==> src/rtl/seq_detect_1011.sv <==
// Serial "1011" pattern detector with registered detect pulse and saturating hit counter.
// Define SEQ_DETECT_OVERLAP_EN for overlapping detection; the default build is non-overlapping.
module seq_detect_1011 #(
    parameter int CNT_W = 8
) (
    input  logic             clk,
    input  logic             reset,
    input  logic             in_bit,
    input  logic             enable,
    input  logic             clear,
    output logic             detect,
    output logic [CNT_W-1:0] hit_count,
    output logic [2:0]       state_dbg
);

    typedef enum logic [2:0] {
        S0    = 3'd0,
        S1    = 3'd1,
        S10   = 3'd2,
        S101  = 3'd3,
        S1011 = 3'd4
    } state_e;

    state_e             state_q, state_d;
    logic               detect_q, detect_d;
    logic [CNT_W-1:0]   hit_count_q, hit_count_d;

    always_comb begin
        // NOTE: every always_comb output gets a default first so no path can infer a latch.
        state_d = state_q;
        case (state_q)
            S0:    if (enable) state_d = in_bit ? S1    : S0;
            S1:    if (enable) state_d = in_bit ? S1    : S10;
            S10:   if (enable) state_d = in_bit ? S101  : S0;
            S101:  if (enable) state_d = in_bit ? S1011 : S10;
`ifdef SEQ_DETECT_OVERLAP_EN
            S1011: if (enable) state_d = in_bit ? S1    : S10;
`else
            S1011: if (enable) state_d = in_bit ? S1    : S0;
`endif
            // Encodings 5..7 recover to S0 on the next edge even while enable is low.
            default: state_d = S0;
        endcase
    end

    // The only way into S1011 is a sampled '1' from S101, so detect never repeats while held there.
    assign detect_d = enable && (state_q == S101) && in_bit;

    always_comb begin
        hit_count_d = hit_count_q;
        if (clear) begin
            hit_count_d = '0;
        end else if (detect_d && (hit_count_q != {CNT_W{1'b1}})) begin
            hit_count_d = hit_count_q + CNT_W'(1);
        end
    end

    always_ff @(posedge clk or negedge reset) begin
        if (!reset) begin
            state_q     <= S0;
            detect_q    <= 1'b0;
            hit_count_q <= '0;
        end else begin
            // NOTE: sequential state uses non-blocking assignments so all registers update together.
            state_q     <= state_d;
            detect_q    <= detect_d;
            hit_count_q <= hit_count_d;
        end
    end

    assign detect    = detect_q;
    assign hit_count = hit_count_q;
    assign state_dbg = state_q;

endmodule

==> config.mk <==
export PLATFORM = sky130hd
export DESIGN_NAME = seq_detect_1011
export DESIGN_NICKNAME = d
export VERILOG_FILES = /design/src/rtl/seq_detect_1011.sv
export SDC_FILE = /design/constraint.sdc
export NUM_CORES = 1
export LEC_CHECK = 0
export ABC_AREA = 1
export BUFFER_PORTS_ARGS = -buffer_cell sky130_fd_sc_hd__buf_2
export CORE_UTILIZATION = 50
export CTS_CLUSTER_DIAMETER = 200
export DETAILED_ROUTE_END_ITERATION = 6
export PLACE_DENSITY = 0.85
export SETUP_SLACK_MARGIN = 0.15
export SLEW_MARGIN = 20
export SYNTH_ARGS = -nofsm -noshare
export SYNTH_HDL_FRONTEND = slang
export SYNTH_SLANG_ARGS = --single-unit
==> constraint.sdc <==
create_clock -name clk -period 1.48 [get_ports clk]
set_clock_uncertainty 0.05 [all_clocks]
set_input_delay 0.296 -clock clk [delete_from_list [all_inputs] [get_ports clk]]
set_output_delay 0.296 -clock clk [all_outputs]
set_load 0.05 [all_outputs]
Yosys cells after proc, flatten, opt, wreduce, memory -nomap -nowiden --
Cells that the tools add are included.
Cells by class: add/subtract/negate cells 1, divide/modulo/power cells 0, shifts and indexed selects 0, order comparisons 0, reduce and logical (&&, ||, !) cells 7, bitwise gates (word level) 0, multipliers 0, multiplexer cells 11, eq/ne operators 9
Operators by type and width (count):
- 8-bit two-way mux | 2
- 3-bit two-way mux | 5
- 3-bit one-hot mux with 4 select lines | 1
- 8-bit by 1-bit adder with 8-bit output (second input constant) | 1
- 8-bit inequality test (second input constant) | 1
- 3-bit by 2-bit equality test with 1-bit output (second input constant) | 2
- 2-bit inequality test (second input constant) | 3
- 2-bit two-way mux | 2
- 4-bit AND reduction | 1
- 3-bit by 1-bit equality test with 1-bit output (second input constant) | 1
- 3-bit equality test (second input constant) | 1
- 1-bit logical AND | 3
- 3-bit logical NOT | 1
- 2-bit by 1-bit inequality test with 1-bit output (second input constant) | 1
- 2-bit nonzero test | 1
- 2-bit OR reduction | 1
- 1-bit two-way mux | 1
Storage, ports and cells: latch bits 0, input bits 5, bits in writable memories 0, memories 0, word-level logic and storage cells 31, bits in registers 12, memory bits (read-only) 0, output and inout port bits 12

Logic depth before layout (Yosys ltp) --
Gate-level depths: netlist of the first run.
depth after elaboration 6, depth in mapped cells 8, depth with buffers taken out 8

Worst setup path before layout of the first run --
No wires, ideal clock.
kind flip-flop to flip-flop, start register hit_count_q[0], in the netlist hit_count[0], end register hit_count_q[5], in the netlist hit_count[5], buffers on the path 0, stages on the path, launching flop included 9, clock period less this slack 1629 ps, path slack -149 ps, setup time 119 ps, arrival time 1461 ps, data required time 1311 ps, cells stage by stage dfrtp_1 -> ha_1 -> nand2_1 -> nor2_1 -> nand2_2 -> nand3_4 -> inv_4 -> nand2_1 -> nand2_1
On the way: word-level cells in the longest chain between the ends 3, elaborated cells between the ends (all ways) 6, those cells by class add/sub: 1; eq/ne: 1; mux: 2; reduce/logical: 2
Ends and longest elaborated chain:
- start, declared | RTL line 26 | logic [CNT_W-1:0] hit_count_q, hit_count_d;
- start signal, assigned | RTL line 67 | hit_count_q <= hit_count_d;
- 8-bit by 1-bit adder with 8-bit output / 8-bit inequality test (equally long branches) | RTL line 54, 53
- 8-bit two-way mux / 1-bit logical AND (equally long branches) | RTL line 53 | end else if (detect_d && (hit_count_q != {CNT_W{1'b1}})) begin
- 8-bit two-way mux / 2-bit nonzero test (equally long branches)
Parallel ways exist; a longest one is shown, timed or not. The select of a mux whose other input is x is not followed. A chain may end at the register's enable or synchronous reset.

Worst setup path in the final report of the first run --
start register hit_count_q[1], in the netlist hit_count[1], end output port hit_count[1]
RTL lines:
- end, declared | RTL line 12 | output logic [CNT_W-1:0] hit_count,
No word-level cell between the ends.

==> flow_summary_export.csv, run 1 <==
group,metric,value,unit
global_routing,grt_pass1_vias,590,
clock_network,clockBufferDepth,2,
sta,final.setup.tns,0,ns
global_routing,grtUsageMet3,5.11,%
sta,worst_pin_slew,0.421,ns
place,pre_cts_ws,0.188,ns
clock_network,htree_levels,1,
routing,first_pass_iters,4,
sta,drv_slew,0,
final_layout,final_cells,125,
logic_synthesis,avgSynthCellArea,7.95,µm²
final_layout,final_nets,117,
floorplanning,core_area,1320,µm²
logic_synthesis,synth_warnings,0,
critical_path,cp_slowest_cell,"dfrtp_2",
critical_path,path_buf_inv,1,
critical_path,crit_path_end_kind,"primary output",
global_routing,grtUsageMet1,28.0,%
critical_path,crit_chain,"buf_2",
routing,route.detailed.drc,0,
critical_path,critPathMaxStageDelay,0.41,ns
clock_network,clk_pin_slew,0.08,ns
clock_network,cts_tree,"done",
sta,hold_viol_final,0,
logic_synthesis,synth-edff-count,0,
flow_run,drv_cap,0,
worst_hold_path,hold_path.class,"input pin to flop",
clock_network,clk-insertion-delay-late,0.27,ns
clock_network,ctsRootBufferMaster,"clkbuf_4",
global_routing,grt_pass1_wl,2480,µm
floorplanning,row_count,13,
clock_network,cts_made_buffers,3,
power_and_ir_drop,powerDensity,809,nW/µm²
critical_path,arrival,0.96,ns
place,dp.cells,120,
critical_path,rrSetupSlack,0.18,ns
critical_path,critical_path_class,"flop to primary output",
floorplanning,start_util,54.3,%
floorplanning,die_h,39.8,µm
logic_synthesis,ys_dominant_reg_cell,"dfrtp_1",
routing,wire_per_inst,13.3,µm
logic_synthesis,synth_nets,96,
sta,setup_ws,0.176,ns
sta,fmax,767,MHz
critical_path,crit_fanout,4,
global_routing,gr-total-overflow,0,
logic_synthesis,synth_seq_cells,12,
final_layout,drive_gt1_share,38.2,%
final_layout,synthToLayoutAreaGrowth,31.6,%
sta,fin_crit_sh,88.1,%
routing,wirelength,1660,µm
sta,relSlewSlack,71.9,%
critical_path,crit_family,"flip-flops",
global_routing,antenna_found_initial,0,
global_routing,track_usage,24.3,%
global_routing,top_usage_layer,"met2",
logic_synthesis,synthTopCellsByArea,"dfrtp_1 (42%), nand2_1 (12%), nand3_1 (7.0%)",
logic_synthesis,synthesis.area,716,µm²
place,gp_congestion,0.926,
routing,drtIter0Drc,12,
floorplanning,die_w,39.8,µm
power_and_ir_drop,leakagePower,0.486,nW
critical_path,startpoint_type,"flop",
logic_synthesis,async_flop_share,100,%
floorplanning,die_area,1590,µm²
routing,num_vias,656,
place,dpl.hpwl,1210,µm
routing,vias_per_cell,5.25,
logic_synthesis,synth-seq-area-share,42.0,%
logic_synthesis,syn_inst,90,
logic_synthesis,synthTopCellsByCount,"nand2_1 (23), dfrtp_1 (12), nor2_1 (11), nand3_1 (10), inv_1 (9)",
logic_synthesis,yosysMostFrequentCell,"nand2_1",
power_and_ir_drop,ir_drop,0.621,mV
logic_synthesis,yosysTopAreaCellShare,42.0,%
sta,setup_violations,0,
logic_synthesis,yosysUniqueCellTypes,22,
sta,rsz0062_at_grt,"true",
critical_path,cp.required,1.13,ns
final_layout,diodes,0,
logic_synthesis,yosysTopAreaCell,"dfrtp_1",
routing,ant_nets,0,
clock_network,clock-sinks,12,
floorplanning,io_pins,17,
outcome,status,"complete, no violations",
global_routing,grt_max_degree,13,
final_layout,fillers,109,
place,portBuffers,16,
sta,period_needed,1.30,ns
global_routing,use_met2,41.4,%
logic make-up after synthesis:
kind of cell | synth area share, %
XOR/XNOR | 1.22
adder cells (fa/ha/maj) | 1.75
buffers and inverters | 6.29
AND/OR/NAND/NOR | 40.6
AO/OA/AOI/OAI | 8.22
flip-flops | 42.0
cells in the final DEF (no fill, tap or decap), types with 3 or more instances in the layout:
cell type,n
nand2_2,3
dfrtp_2,8
nor2_1,9
inv_1,9
nand2_1,20
dfrtp_1,4
buf_4,4
buf_2,7
nand3_1,9
clkbuf_4,8
metal layers:
layer	vias up	wire length [µm]
met2	16	844
met1	302	752
met5	-	0
li1	336	-
met3	2	51
met4	0	11
worst reg2reg max path, cell delays in order, from the launching register on:
cell and delay, ns:
dfrtp_2 0.45, ha_4 0.18, nand2_4 0.09, nor2_4 0.04
nand2_4 0.11, nand3_4 0.10, inv_4 0.10, nand2_1 0.05
nand2_1 0.05
metrics by stage:
| stage | power (mW) | hold slack [ns] | cell area, µm² | utilization (%) |
|---|---|---|---|---|
| 3_5_place_dp | 0.498 | 0.138 | 846 | 64.2 |
| 4_1_cts | 0.763 | 0.271 | 897 | 68.1 |
| 2_1_floorplan | 0.461 | -0.0496 | 752 | - |
| 5_1_grt | 0.801 | 0.279 | 942 | 71.5 |
| 3_3_place_gp | 0.494 | 0.135 | 846 | 64.2 |
| 6_report | 0.763 | 0.282 | 942 | 71.5 |
where the power goes:
| group | switching (mW) | internal (mW) |
|---|---|---|
| clock | 0.114 | 0.149 |
| sequential | 0.0192 | 0.343 |
| combinational | 0.0987 | 0.0390 |
| total | 0.232 | 0.531 |
cell type report:
cell class,count,area (µm²),share of cell area [%]
multi-input combinational,67,424,45.0
sequential,12,310,32.9
timing repair buffer,17,113,12.0
inverter,10,40.0,4.25
clock buffer,4,36.3,3.85
tap,15,18.8,1.99
registers in the layout, indices dropped and copies added, names as in the netlist:
| register | count |
|---|---|
| detect | 1 |
| hit_count | 8 |
| state_dbg | 3 |
repair_timing:
action	4_1_cts	5_1_grt
hold buffers	1	0
gates cloned	0	0
buffers inserted	0	0
resized for setup	2	16
endpoints found under the hold margin	12	0
setup endpoints to repair	2	16
pin swaps	0	3
path summary, 6_finish.rpt:
check,from,end,depth (start not counted)
setup / recovery,hit_count[1],hit_count[1],1
hold / removal,in_bit,detect,3
setup reg to reg,hit_count[0],hit_count[1],8
hold reg to reg,state_dbg[2],state_dbg[2],2
max in group asynchronous,reset,hit_count[0],2
min in group asynchronous,reset,detect,2
(Power assumes the default switching activity.)
==> run 2, diff against run 1 <==
Settings changed: ABC_CLOCK_PERIOD_IN_PS set to 1300.
Clock period 1.48 ns to 1.3 ns, I/O delays scaled along.
==> run 2 against run 1 <==
The run now ends with setup timing left. Highest routed layer unchanged. Final cell count up 14%. Global-route usage grew 4.8 points. Clock-buffer cell count is the same. Worst hold slack worse by 0.027 ns. Die area stayed put. Largest power group unchanged. Sequential power increased by 14%. Power increased by 32%. First-iteration DRC count grew to 4.3 times the previous value. Setup slack got worse by 0.19 ns. Combinational power increased by 99%. Clock power increased by 20%. Wire length rose by 42%.
==> flow_summary_export.csv, run 2 (synthesized netlist as in run 1, its figures left out) <==
group,metric,value,unit
outcome,status,"finished, violations left",
outcome,violations,"setup timing",
power_and_ir_drop,powerDensity,869,nW/µm²
place,gp_congestion,0.943,
routing,drtIter0Drc,51,
sta,fmax,763,MHz
power_and_ir_drop,comb_power_share,27.4,%
sta,period_needed,1.31,ns
clock_network,clk-insertion-delay-late,0.29,ns
sta,fin_crit_sh,101,%
global_routing,antenna_found_initial,0,
final_layout,final_nets,134,
critical_path,startpoint_type,"flop",
critical_path,critical_path_class,"flop to flop",
power_and_ir_drop,switchingPower,321,µW
critical_path,path_buf_inv,1,
final_layout,final_cell_area,1150,µm²
power_and_ir_drop,intPower,682,µW
power_and_ir_drop,leakagePower,0.588,nW
floorplanning,io_pins,17,
routing,first_pass_iters,4,
critical_path,arrival,1.45,ns
final_layout,diodes,0,
place,dpl_cell_area,855,µm²
routing,ant_nets,0,
critical_path,crit_chain,"buf_4 -> nand3_1 -> o21ai_0 -> nand2_1 -> nand2_1 -> nand2_1",
power_and_ir_drop,ir_drop,0.761,mV
worst_hold_path,hold_path.class,"input pin to flop",
floorplanning,start_util,54.3,%
critical_path,cp.required,1.44,ns
power_and_ir_drop,pwr-share-clk,31.5,%
final_layout,layout_common_cells,"nand2_1 (22), buf_4 (17), nor2_1 (9), dfrtp_2 (9), nand3_1 (8)",
sta,setup_violations,1,
clock_network,clk_pin_slew,0.08,ns
final_layout,final_common_cell,"nand2_1",
routing,num_vias,825,
critical_path,crit_path_end_kind,"flop",
routing,route.detailed.drc,0,
floorplanning,die_h,39.8,µm
sta,worst_pin_slew,0.286,ns
routing,wirelength,2360,µm
place,portBuffers,16,
global_routing,track_usage,29.1,%
global_routing,grt_pass1_wl,2830,µm
final_layout,fillers,52,
final_layout,largest_register_ffs,8,
global_routing,grt_max_degree,13,
floorplanning,die_area,1590,µm²
critical_path,cpMostUsedCell,"nand2_1",
sta,rsz0062_at_grt,"true",
sta,relSlewSlack,81.0,%
floorplanning,row_count,13,
final_layout,drive_gt1_share,51.2,%
sta,hold_viol_final,0,
critical_path,crit_family,"flip-flops",
final_layout,final_util,87.6,%
global_routing,gr-total-overflow,0,
flow_run,drv_cap,0,
final_layout,synthToLayoutAreaGrowth,61.2,%
clock_network,clock-sinks,12,
clock_network,cts_tree,"done",
sta,drv_slew,0,
sta,setup_ws,-0.0107,ns
floorplanning,core_area,1320,µm²
global_routing,grt_pass1_vias,641,
routing,vias_per_cell,5.81,
floorplanning,die_w,39.8,µm
critical_path,cp_slowest_cell,"dfrtp_2",
power_and_ir_drop,power_frac_seq,41.1,%
critical_path,crit_fanout,3,
clock_network,ctsRootBufferMaster,"clkbuf_4",
place,dpl.hpwl,1160,µm
clock_network,clockBufferDepth,2,
routing,wire_per_inst,16.6,µm
power_and_ir_drop,p_sw_share,32.0,%
clock_network,htree_levels,1,
clock_network,cts_made_buffers,3,
critical_path,critPathMaxStageDelay,0.40,ns
[run 2: cell count changes in the layout (fill, tap and decap cells not counted), sizes merged]
cell / previous run / this run
buf: 11 / 33
clkbuf: 9 / 4
[run 2: power by group through the flow]
stage / logic, mW / registers, mW / clock network [mW]
floorplan: 0.0560 / 0.473 / 0
global placement: 0.149 / 0.420 / 0
detailed placement: 0.153 / 0.423 / 0
CTS: 0.202 / 0.412 / 0.311
global route: 0.294 / 0.414 / 0.337
finish: 0.275 / 0.413 / 0.316
[run 2: worst paths after layout]
kind                                   start      endpoint  slack (ns)  depth (start not counted)
worst max register to register  hit_count[2]  hit_count[5]       -0.01                          6
max in group asynchronous              reset  hit_count[2]        0.62                          2
worst max-delay path            hit_count[2]  hit_count[5]       -0.01                          6
min in group asynchronous              reset        detect        0.33                          2
worst min register to register  hit_count[1]  hit_count[1]        0.56                          2
worst min-delay path                  enable  state_dbg[0]        0.26                          3
[run 2: per-stage QoR]
step	TNS, ns	instances	hold slack [ns]	power (mW)	worst slack, ns
final	-0.0107	142	0.256	1.00	-0.0107
after global placement	0	121	0.0974	0.569	0.0601
after floorplan	-0.665	90	-0.0856	0.529	-0.104
after global routing	-0.321	142	0.268	1.04	-0.0566
after CTS	0	134	0.225	0.925	0.0463
after detailed placement	0	121	0.104	0.576	0.0224
[run 2: area by class of cell]
cell class	count	area, µm²	area share (%)
clock buffer	4	36.3	3.15
inverter	10	45.0	3.90
multi-input combinational	67	427	37.0
sequential	12	312	27.0
tap	15	18.8	1.63
timing repair buffer	34	315	27.3
[run 2: worst register-to-register path, stage by stage, from the launching register on]
cell	delay (ns)
dfrtp_2	0.40
buf_4	0.14
nand3_1	0.17
o21ai_0	0.24
nand2_1	0.09
nand2_1	0.07
nand2_1	0.05
[run 2: routing by layer]
metal	global-route usage, %	wire length, µm	vias to the layer above
li1	-	-	371
met3	8.52	176	16
met5	0	0	-
met4	13.8	102	0
met1	30.9	912	380
met2	51.6	1170	58
[run 2: what timing repair did]
item / in CTS / in global routing
setup endpoints to repair: 20 / 22
buffers inserted: 8 / 8
hold buffers: 1 / 0
hold endpoints to repair: 12 / 0
pin swaps: 4 / 4
gates resized for setup: 24 / 17
==> run 3, diff against run 2 <==
Settings changed: ABC_CLOCK_PERIOD_IN_PS 1300 to 1100, CORE_UTILIZATION 50 to 45, PLACE_DENSITY 0.85 to 0.81.
Clock period 1.3 ns to 1.1 ns, I/O delays scaled along.
==> run 3 against run 2 <==
The flow still finishes with violations (setup timing). Non-clock buffer count increased by 8. Worst hold slack better by 0.00078 ns. Final cell count is 6.3% higher. Die area rose by 11%. Clock power grew 11%. First-iteration DRC count is 3.9% lower. Fmax rose by 1.1%. Wire length rose by 7.5%. Largest cell class unchanged. Largest power group unchanged.
==> flow_summary_export.csv, run 3 (synthesized netlist as in run 1, its figures left out) <==
group,metric,value,unit
global_routing,grt_max_degree,13,
final_layout,final_common_cell,"nand2_1",
place,gp_congestion,0.864,
routing,ant_nets,0,
routing,wirelength,2540,µm
critical_path,path_buf_inv,2,
critical_path,r2r-start,"hit_count[5]",
final_layout,synthToLayoutAreaGrowth,77.3,%
final_layout,diodes,0,
place,portBuffers,16,
worst_hold_path,hold_depth,3,
clock_network,ctsRootBufferMaster,"clkbuf_4",
critical_path,arrival,1.42,ns
critical_path,critical_path_class,"flop to flop",
clock_network,clock-sinks,12,
power_and_ir_drop,powerDensity,894,nW/µm²
final_layout,drive_gt1_share,57.0,%
floorplanning,core_area,1490,µm²
floorplanning,die_h,41.9,µm
worst_hold_path,min_from,"in_bit",
floorplanning,die_area,1750,µm²
worst_hold_path,whs_endpoint,"state_dbg[1]",
routing,route.detailed.drc,0,
clock_network,clk_pin_slew,0.07,ns
routing,first_pass_iters,4,
global_routing,grt_pass1_vias,793,
global_routing,gr-total-overflow,0,
final_layout,layout_common_cells,"nand2_1 (20), buf_6 (17), buf_4 (14)",
clock_network,cts_tree,"done",
sta,relSlewSlack,78.8,%
critical_path,startpoint_type,"flop",
critical_path,cpMostUsedCell,"nand2_1",
critical_path,crit_chain,"buf_6 -> nand2_1 -> nor2_2 -> nand2_4 -> nand3_4 -> inv_4 -> nand2_1 -> nand2_1",
power_and_ir_drop,leakagePower,0.639,nW
routing,drtIter0Drc,49,
sta,hold_viol_final,0,
flow_run,drv_cap,0,
outcome,violations,"setup timing",
clock_network,cts_made_buffers,3,
critical_path,ff2ff_path_depth,8,
global_routing,grt_pass1_wl,3480,µm
critical_path,r2r-end,"hit_count[5]",
sta,rsz0062_at_grt,"true",
critical_path,crit_family,"simple AND/OR/NAND/NOR gates",
sta,fin_crit_sh,118,%
worst_hold_path,hold_path.class,"input pin to flop",
critical_path,cp.required,1.22,ns
routing,num_vias,869,
sta,fmax,772,MHz
final_layout,final_util,85.2,%
clock_network,clk-insertion-delay-late,0.28,ns
clock_network,htree_levels,1,
sta,setup_violations,21,
outcome,status,"finished, violations left",
critical_path,crit_fanout,4,
final_layout,final_nets,142,
final_layout,largest_register_ffs,8,
power_and_ir_drop,power.total,1.13,mW
place,dpl.hpwl,1220,µm
floorplanning,start_util,48.1,%
floorplanning,io_pins,17,
sta,hold_ws,0.256,ns
routing,wire_per_inst,16.8,µm
routing,vias_per_cell,5.75,
floorplanning,die_w,41.9,µm
sta,worst_pin_slew,0.318,ns
critical_path,critPathMaxStageDelay,0.42,ns
sta,drv_slew,0,
floorplanning,row_count,14,
critical_path,rrSetupSlack,-0.20,ns
global_routing,antenna_found_initial,0,
sta,setup_ws,-0.196,ns
power_and_ir_drop,ir_drop,0.943,mV
critical_path,cp_slowest_cell,"dfrtp_1",
critical_path,crit_path_end_kind,"flop",
sta,period_needed,1.30,ns
global_routing,track_usage,26.8,%
clock_network,clockBufferDepth,2,
[run 3: metal layers]
layer,up-vias,global-route usage (%),routed length (µm)
li1,385,-,-
met1,415,32.0,946
met2,49,43.1,1240
met3,20,9.57,185
met4,0,12.3,172
met5,-,0,0
[run 3: how the worst max path moves through the flow]
stage                  from           end  slack, ns  cells past startpoint
6_report       hit_count[5]  hit_count[5]      -0.20                      8
5_1_grt        hit_count[5]  hit_count[3]      -0.27                      7
4_1_cts        hit_count[1]  hit_count[1]      -0.16                      2
3_5_place_dp   hit_count[1]  hit_count[5]      -0.15                      8
3_3_place_gp   hit_count[1]  hit_count[3]      -0.11                      7
2_1_floorplan  hit_count[0]  hit_count[5]      -0.30                      8
[run 3: worst reg2reg max path: stages, from the launching register on]
cell and delay, ns:
dfrtp_1 0.42, buf_6 0.13, nand2_1 0.09, nor2_2 0.15
nand2_4 0.10, nand3_4 0.10, inv_4 0.05, nand2_1 0.05
nand2_1 0.05
[run 3: power breakdown]
part	total, mW	switching, mW	internal [mW]
clock	0.352	0.150	0.202
sequential	0.491	0.0295	0.462
combinational	0.292	0.173	0.119
total	1.13	0.353	0.782
[run 3: per-stage QoR]
step,setup slack [ns],TNS [ns],cell area [µm²],instances
after detailed placement,-0.151,-1.10,923,131
final,-0.196,-2.68,1270,151
after global placement,-0.111,-0.787,923,131
after CTS,-0.157,-2.23,1210,149
after global routing,-0.266,-3.42,1270,151
after floorplan,-0.304,-2.34,753,90
[run 3: timing repair]
item / in CTS / in global routing
hold buffers: 1 / 0
endpoints found under the hold margin: 12 / 0
pin swaps: 7 / 11
gates cloned: 0 / 0
setup endpoints to repair: 23 / 24
buffers inserted: 13 / 2
gates resized for setup: 41 / 14
[run 3: layout make-up]
type | instances | area, µm²
timing repair buffer | 42 | 417
clock buffer | 4 | 36.3
sequential | 12 | 310
fill | 76 | 220
inverter | 10 | 42.5
tap | 16 | 20.0
multi-input combinational | 67 | 443
